$ cat config.mk
export PLATFORM = sky130hd
export DESIGN_NAME = alu_serial_deserializer_flat
export DESIGN_NICKNAME = d
export VERILOG_FILES = /design/src/rtl/alu_serial_deserializer_pkg.sv /design/src/rtl/alu_serial_deserializer_if.sv /design/src/rtl/alu_serial_deserializer_crc4.sv /design/src/rtl/alu_serial_deserializer.sv /design/src/flat_wrapper.sv
export SDC_FILE = /design/constraint.sdc
export NUM_CORES = 1
export LEC_CHECK = 0
export ABC_AREA = 1
export CAP_MARGIN = 30
export CORE_ASPECT_RATIO = 1.2
export CORE_MARGIN = 4
export CORE_UTILIZATION = 55
export CTS_CLUSTER_SIZE = 28
export DETAILED_ROUTE_END_ITERATION = 8
export PLACE_DENSITY = 0.85
export SLEW_MARGIN = 10
export SYNTH_ARGS = -nofsm -noshare
export SYNTH_HDL_FRONTEND = slang
export SYNTH_SLANG_ARGS = --single-unit
$ cat constraint.sdc
create_clock -name clk -period 1.9 [get_ports clk]
set_input_delay 0.19 -clock clk [delete_from_list [all_inputs] [get_ports clk]]
set_output_delay 0.19 -clock clk [all_outputs]
set_load 0.01 [all_outputs]
$ cat src/rtl/alu_serial_deserializer_pkg.sv
// Shared definitions for the ALU serial command link: opcodes, error-flag
// positions, frame length and CRC polynomial.
package alu_pkg;

  typedef enum logic [2:0] {
    OP_AND = 3'b000,
    OP_OR  = 3'b001,
    OP_ADD = 3'b100,
    OP_SUB = 3'b101
  } alu_op_e;

  localparam int ERR_DATA_BIT = 2;
  localparam int ERR_CRC_BIT  = 1;
  localparam int ERR_OP_BIT   = 0;

  localparam int FRAME_LEN = 11;

  // x^4 + x + 1, x^4 term implicit
  localparam logic [3:0] CRC_POLY = 4'h3;

  function automatic logic op_is_legal(input logic [2:0] op);
    return op inside {OP_AND, OP_OR, OP_ADD, OP_SUB};
  endfunction

endpackage

$ cat src/rtl/alu_serial_deserializer_if.sv
// Command bus between the serial deserializer (master) and the ALU core (slave).
interface alu_serial_deserializer_if;
  logic        cmd_valid;
  logic        cmd_ready;
  logic [31:0] cmd_a;
  logic [31:0] cmd_b;
  logic [2:0]  cmd_op;
  logic        cmd_err;
  logic [2:0]  cmd_err_flags;
  logic        cmd_ovf;

  modport master (
    output cmd_valid, cmd_a, cmd_b, cmd_op, cmd_err, cmd_err_flags, cmd_ovf,
    input  cmd_ready
  );

  modport slave (
    input  cmd_valid, cmd_a, cmd_b, cmd_op, cmd_err, cmd_err_flags, cmd_ovf,
    output cmd_ready
  );
endinterface

$ cat src/rtl/alu_serial_deserializer_crc4.sv
// Bit-serial CRC-4 (x^4+x+1, init 0). Only built when ALU_DESER_CRC_CHECK_EN
// is defined; the default build carries no CRC logic.
`ifdef ALU_DESER_CRC_CHECK_EN
module alu_crc4_serial
  import alu_pkg::*;
(
  input  logic       clk,
  input  logic       rst_n,
  input  logic       clr,
  input  logic       en,
  input  logic       din,
  output logic [3:0] crc
);
  logic w_fb;

  assign w_fb = din ^ crc[3];

  always_ff @(posedge clk or negedge rst_n) begin
    if (!rst_n) begin
      crc <= '0;
    end else if (clr) begin
      crc <= '0;
    end else if (en) begin
      crc <= {crc[2:0], 1'b0} ^ ({4{w_fb}} & CRC_POLY);
    end
  end
endmodule
`endif

$ cat src/rtl/alu_serial_deserializer.sv
// Receive end of the ALU serial command link: frames -> command -> valid/ready.
// Optional CRC check enabled by defining ALU_DESER_CRC_CHECK_EN.
module alu_serial_deserializer
  import alu_pkg::*;
#(
  parameter int DATA_BYTES = 8,
  parameter int CRC_W      = 4
)
(
  input  logic                        clk,
  input  logic                        rst_n,
  input  logic                        sin,
  alu_serial_deserializer_if.master   cmd
);
  // state   | meaning
  // S_IDLE  | waiting for a start bit (only once armed)
  // S_FRAME | shifting bits 1..10 of a frame
  // S_DONE  | control frame received; evaluate and load output
  localparam logic [1:0] S_IDLE  = 2'd0;
  localparam logic [1:0] S_FRAME = 2'd1;
  localparam logic [1:0] S_DONE  = 2'd2;

  localparam int CNT_W = $clog2(DATA_BYTES + 2);

  logic [1:0]       r_state;
  logic [3:0]       r_bit_cnt;
  logic             r_armed;
  logic             r_ctl;
  logic             r_frame_err;
  logic [CNT_W-1:0] r_byte_cnt;
  logic [63:0]      r_asm;
  logic [CRC_W+2:0] r_ctl_byte;

  logic       w_data_bit;
  logic       w_stop_bit;
  logic       w_done;
  logic [2:0] w_op;
  logic       w_err_data;
  logic       w_err_crc;
  logic       w_err_op;
  logic [2:0] w_flags;

  assign w_data_bit = (r_state == S_FRAME) && (r_bit_cnt >= 4'd2) && (r_bit_cnt <= 4'd9);
  assign w_stop_bit = (r_state == S_FRAME) && (r_bit_cnt == 4'(FRAME_LEN - 1));
  assign w_done     = (r_state == S_DONE);
  assign w_op       = r_ctl_byte[CRC_W+2 -: 3];

  always_ff @(posedge clk or negedge rst_n) begin
    if (!rst_n) begin
      r_state     <= S_IDLE;
      r_bit_cnt   <= '0;
      r_armed     <= 1'b0;
      r_ctl       <= 1'b0;
      r_frame_err <= 1'b0;
      r_byte_cnt  <= '0;
      r_asm       <= '0;
      r_ctl_byte  <= '0;
    end else begin
      if (sin) r_armed <= 1'b1;
      case (r_state)
        S_IDLE: begin
          if (!sin && r_armed) begin
            r_state   <= S_FRAME;
            r_bit_cnt <= 4'd1;
          end
        end
        S_FRAME: begin
          r_bit_cnt <= r_bit_cnt + 4'd1;
          if (r_bit_cnt == 4'd1) begin
            r_ctl <= sin;
          end else if (w_data_bit) begin
            // control byte keeps only its low 7 bits: {op, crc}
            if (r_ctl) r_ctl_byte <= {r_ctl_byte[CRC_W+1:0], sin};
            else       r_asm      <= {r_asm[62:0], sin};
          end else if (w_stop_bit) begin
            if (!sin) r_frame_err <= 1'b1;
            if (r_ctl) begin
              r_state <= S_DONE;
            end else begin
              r_state <= S_IDLE;
              if (r_byte_cnt != CNT_W'(DATA_BYTES + 1)) r_byte_cnt <= r_byte_cnt + 1'b1;
            end
          end
        end
        S_DONE: begin
          r_state     <= S_IDLE;
          r_byte_cnt  <= '0;
          r_frame_err <= 1'b0;
          r_asm       <= '0;
        end
        default: r_state <= S_IDLE;
      endcase
    end
  end

  assign w_err_data = (r_byte_cnt != CNT_W'(DATA_BYTES)) || r_frame_err;

`ifdef ALU_DESER_CRC_CHECK_EN
  logic [CRC_W-1:0] w_crc;
  logic             w_crc_en;
  logic             w_crc_din;

  // control frame feeds a fixed 1 in place of its leading 0, then op, and stops
  assign w_crc_en  = w_data_bit && (!r_ctl || (r_bit_cnt <= 4'd5));
  assign w_crc_din = (r_ctl && (r_bit_cnt == 4'd2)) ? 1'b1 : sin;

  alu_crc4_serial u_crc (
    .clk   (clk),
    .rst_n (rst_n),
    .clr   (w_done),
    .en    (w_crc_en),
    .din   (w_crc_din),
    .crc   (w_crc)
  );

  assign w_err_crc = !w_err_data && (w_crc != r_ctl_byte[CRC_W-1:0]);
`else
  assign w_err_crc = 1'b0;
`endif

  assign w_err_op = !w_err_data && !w_err_crc && !op_is_legal(w_op);

  always_comb begin
    w_flags               = '0;
    w_flags[ERR_DATA_BIT] = w_err_data;
    w_flags[ERR_CRC_BIT]  = w_err_crc;
    w_flags[ERR_OP_BIT]   = w_err_op;
  end

  always_ff @(posedge clk or negedge rst_n) begin
    if (!rst_n) begin
      cmd.cmd_valid     <= 1'b0;
      cmd.cmd_a         <= '0;
      cmd.cmd_b         <= '0;
      cmd.cmd_op        <= '0;
      cmd.cmd_err       <= 1'b0;
      cmd.cmd_err_flags <= '0;
      cmd.cmd_ovf       <= 1'b0;
    end else begin
      cmd.cmd_ovf <= 1'b0;
      if (w_done) begin
        if (!cmd.cmd_valid || cmd.cmd_ready) begin
          cmd.cmd_valid     <= 1'b1;
          cmd.cmd_a         <= r_asm[31:0];
          cmd.cmd_b         <= r_asm[63:32];
          cmd.cmd_op        <= w_op;
          cmd.cmd_err       <= |w_flags;
          cmd.cmd_err_flags <= w_flags;
        end else begin
          cmd.cmd_ovf <= 1'b1;
        end
      end else if (cmd.cmd_ready) begin
        cmd.cmd_valid <= 1'b0;
      end
    end
  end

endmodule
$ cat src/flat_wrapper.sv
// flat-port wrapper written by rule: the top's interface ports become plain ports
module alu_serial_deserializer_flat import alu_pkg::*;
#(
  parameter int DATA_BYTES = 8,
  parameter int CRC_W      = 4
)
  (clk, rst_n, sin, cmd_cmd_valid, cmd_cmd_a, cmd_cmd_b, cmd_cmd_op, cmd_cmd_err, cmd_cmd_err_flags, cmd_cmd_ovf, cmd_cmd_ready);
  alu_serial_deserializer_if cmd_i ();
  input  logic clk;
  input  logic rst_n;
  input  logic sin;
  output wire logic [$bits(cmd_i.cmd_valid)-1:0] cmd_cmd_valid;
  output wire logic [$bits(cmd_i.cmd_a)-1:0] cmd_cmd_a;
  output wire logic [$bits(cmd_i.cmd_b)-1:0] cmd_cmd_b;
  output wire logic [$bits(cmd_i.cmd_op)-1:0] cmd_cmd_op;
  output wire logic [$bits(cmd_i.cmd_err)-1:0] cmd_cmd_err;
  output wire logic [$bits(cmd_i.cmd_err_flags)-1:0] cmd_cmd_err_flags;
  output wire logic [$bits(cmd_i.cmd_ovf)-1:0] cmd_cmd_ovf;
  input wire logic [$bits(cmd_i.cmd_ready)-1:0] cmd_cmd_ready;
  assign cmd_cmd_valid = cmd_i.cmd_valid;
  assign cmd_cmd_a = cmd_i.cmd_a;
  assign cmd_cmd_b = cmd_i.cmd_b;
  assign cmd_cmd_op = cmd_i.cmd_op;
  assign cmd_cmd_err = cmd_i.cmd_err;
  assign cmd_cmd_err_flags = cmd_i.cmd_err_flags;
  assign cmd_cmd_ovf = cmd_i.cmd_ovf;
  assign cmd_i.cmd_ready = cmd_cmd_ready;
  alu_serial_deserializer #(.DATA_BYTES(DATA_BYTES), .CRC_W(CRC_W)) u_core (.clk(clk), .rst_n(rst_n), .sin(sin), .cmd(cmd_i));
endmodule
==> results.md <==
- Clock transition at path regs: ~0.060 ns
- Global Route Usage Sum: roughly 23%
- Reg area: approximately 4000 µm²
- First-pass GRT wire length: approximately 25000 µm
- IO Count: slightly below 80
- Synth cell count leaders: nand2_1, dfrtp_1, nand3_1
- Slew @ Worst Pin: between 0.5 and 0.6 ns
- CP Class: reg -> reg
- Leakage: 4.31 nW
- CTS tree: built
- Drt wl/cell: 15.6 µm
- Cells along the critical path: inv_2 -> ha_1 -> nor2_1 -> a21oi_1 -> nand2_4 -> nor2_8 -> clkbuf_16 -> nand3_1 -> nand2_1
- Peak supply drop: approximately 0.96 mV
- Core area: 11500 µm²
- Antenna violations before repair: 0
- Root Buffer: clkbuf_16
- Vias: ~5.4k
- Comb power frac: between 30% and 40%
- Post-DRT Antenna Nets: 0
- CP Launch Type: register
- IO Port Bufs: 75
- Synthesized cell area: ~6500 µm²
- Clock share of power: around 32%
- CTS Sinks: approximately 160
- Worst-path fanout max: 13
- Met1 Routed Length: between 6000 and 7000 µm
- ANT cells: 0
- Final Slew Violations: 0
- DR DRC count: 0
- Clock skew: 0.00822 ns
- Slew headroom: 61.0%
- Worst min-delay path class: in -> async
- Worst stage delay on the critical path: roughly 0.42 ns
- Syn Area/Cell: 8.88 µm²
- Sw frac: 34.5%
- Grt total ovfl: 0
- Largest net degree at the start of global routing: 66
- Cells on worst reg2reg path: 9
- FILL cells: between 700 and 800
- Ys Warns: 0
- Last weighted congestion value of the routability-driven placer: ~0.86
- CTS max path bufs: 2
- Number of global-route vias before repair: 5343
- Power Density: between 1000 and 1500 nW/µm²
- Critical Path Slowest Stage Cell: dfrtp_1
- Tmin final: approximately 1.8 ns
- Post-synth top area share: 60.4%
- Fraction of layout cells with a size suffix above 1: a little under a tenth
- # setup viols final: 0
- Drt via density: 5.50
- Top Metal Used: met4
- Initial DRC count: roughly 470
- Worst setup EP type: register
- Most frequent cell after synthesis: nand2_1
- Multi-input logic area: between 2000 and 2500 µm²
- H-tree Lvls: 4
- Crit path buf inv count: 2
- Synth Instances: 727
- Fin worst setup slack: between 0.06 and 0.07 ns
- Sequential share of the synthesized area: 60.4%
- Post-synth EDFFs: 0
- Crit path max-delay family: simple AND/OR/NAND/NOR gates
- Metal2 WL: roughly 7900 µm
- Worst EP required: roughly 2.3 ns
- Count of final hold-check violations: 0
- Total CTS buffers: 17
- Period utilization: between 90 and 100%
- Area leader, netlist: dfrtp_1
- Max Cap Viol: 0
- Crit path depth: 9
- Initial Util: a little under three fifths
- Rows: between 40 and 50
- Synth area leaders: dfrtp_1, nand2_1, nand3_1, ha_1, buf_2
- DP Wirelength: around 9300 µm
- Die Y: approximately 130 µm
- Main flop type after synthesis: dfrtp_1
- Seq cells post-synth: 156
- Die width: roughly 110 µm
- Pre-CTS setup slack: ~0.057 ns
- Clock Latency Late Sink: 0.43 ns
- Syn Nets: roughly 740
- Pre-antenna DRT Iters: 6
- Internal power: roughly 7.2 mW
- Synth cell types: 30
- Sequential Power Share: 36.9%
- Status: finished, final reports clean
- Full die area: ~14000 µm²
- Metal3 WL: 829 µm
- Ys async rst share: 100%
- Max Fclk: around 0.54 GHz
- Area Overhead vs Synth: 25.6%
- Layout net count: around 820
- Fin Hold WS: 0.227 ns
- Switching pwr: roughly 3.8 mW
- Arr. time, crit path: around 2.2 ns
- Detailed Route WL: ~15000 µm
- RSZ-0062 raised after global routing: yes
[area by class of cell]
type	instances	share of cell area (%)
clock buffer	18	5.29
timing repair buffer	96	12.7
tap	157	2.42
sequential	156	48.1
clock inverter	14	2.41
multi-input combinational	510	27.9
inverter	23	1.14
[flip-flops by register name, summed over array words and instances, names as in the netlist]
signal / flops
u_core.cmd.cmd_err_flags: 2
u_core.r_armed: 1
u_core.r_asm: 64
u_core.cmd.cmd_op: 3
u_core.r_ctl: 1
u_core.cmd.cmd_a: 32
u_core.cmd.cmd_valid: 1
u_core.cmd.cmd_err: 1
u_core.r_state: 2
u_core.cmd.cmd_b: 32
u_core.r_frame_err: 1
u_core.r_ctl_byte: 7
u_core.r_bit_cnt: 4
u_core.cmd.cmd_ovf: 1
u_core.r_byte_cnt: 4
[path summary, 6_finish.rpt]
check / startpoint / endpoint / slack, ns
max in group asynchronous: rst_n / u_core.cmd.cmd_a[15] / 0.96
min in group clk: sin / u_core.r_asm[0] / 0.46
worst min-delay path: rst_n / u_core.cmd.cmd_b[2] / 0.23
worst min register to register: u_core.cmd.cmd_a[31] / u_core.cmd.cmd_a[31] / 0.47
worst max register to register: u_core.r_bit_cnt[0] / u_core.r_asm[55] / 0.06
worst max-delay path: u_core.r_bit_cnt[0] / u_core.r_asm[55] / 0.06
[power by group through the flow]
stage	clock, mW	combinational [mW]	sequential (mW)
finish	3.56	3.41	4.07
global route	3.75	3.71	4.12
CTS	3.58	2.91	4.05
detailed placement	0	2.86	4.10
global placement	0	2.69	4.07
floorplan	0	2.10	4.08
[cell usage in the layout, fill, tap and decap left out, types with 3 or more instances in the layout]
cell             instances
o21bai_1                 4
o21ai_1                  4
buf_4                   10
clkinv_2                 3
nand2_1                339
nand2_4                  3
o21ai_0                  4
nor2_1                  11
ha_1                     6
clkinv_4                 4
nor2_2                   3
inv_2                    5
bufinv_16                4
inv_1                   16
clkinvlp_4               4
buf_12                   6
clkdlybuf4s50_1         74
nor2_4                   4
dfrtp_1                156
a21oi_1                  3
clkbuf_16               19
nand3_1                115
[timing repair]
item                                    in CTS  in global routing
endpoints found under the setup margin       0                 76
hold buffers                                 1                  0
buffers inserted                             0                  4
resized for setup                            0                 11
endpoints found under the hold margin       32                  0
[worst register-to-register path, stage by stage (launching register included)]
cell	delay (ns)
dfrtp_1	0.42
inv_2	0.11
ha_1	0.19
nor2_1	0.07
a21oi_1	0.23
nand2_4	0.12
nor2_8	0.23
clkbuf_16	0.22
nand3_1	0.09
nand2_1	0.10
[kinds of logic (layout without fill, tap and decap cells)]
kind of cell / after synthesis / count (layout) / share of synthesized area [%]
adder cells (fa/ha/maj): 7 / 7 / 1.36
AO/OA/AOI/OAI: 18 / 18 / 1.67
AND/OR/NAND/NOR: 481 / 481 / 31.2
other: 1 / 1 / 0.0581
flip-flops: 156 / 156 / 60.4
buffers and inverters: 61 / 151 / 4.88
XOR/XNOR: 3 / 3 / 0.407
[per-layer routing]
layer / up-vias / GRT usage (%)
met4: 0 / 8.43
met1: 2629 / 27.9
met2: 229 / 39.7
met5: - / 0
li1: 2458 / -
met3: 40 / 5.55
[through the flow]
stage / instance area [µm²] / setup TNS [ns] / power, mW / instances / util, %
floorplan: 6460 / 0 / 6.18 / 727 / -
global placement: 7370 / 0 / 6.76 / 935 / 64.0
detailed placement: 7370 / 0 / 6.96 / 935 / 64.0
CTS: 8000 / 0 / 10.5 / 968 / 69.5
global route: 8120 / -0.242 / 11.6 / 974 / 70.5
finish: 8120 / 0 / 11.0 / 974 / 70.5
Power figures use the tool's default switching activity.
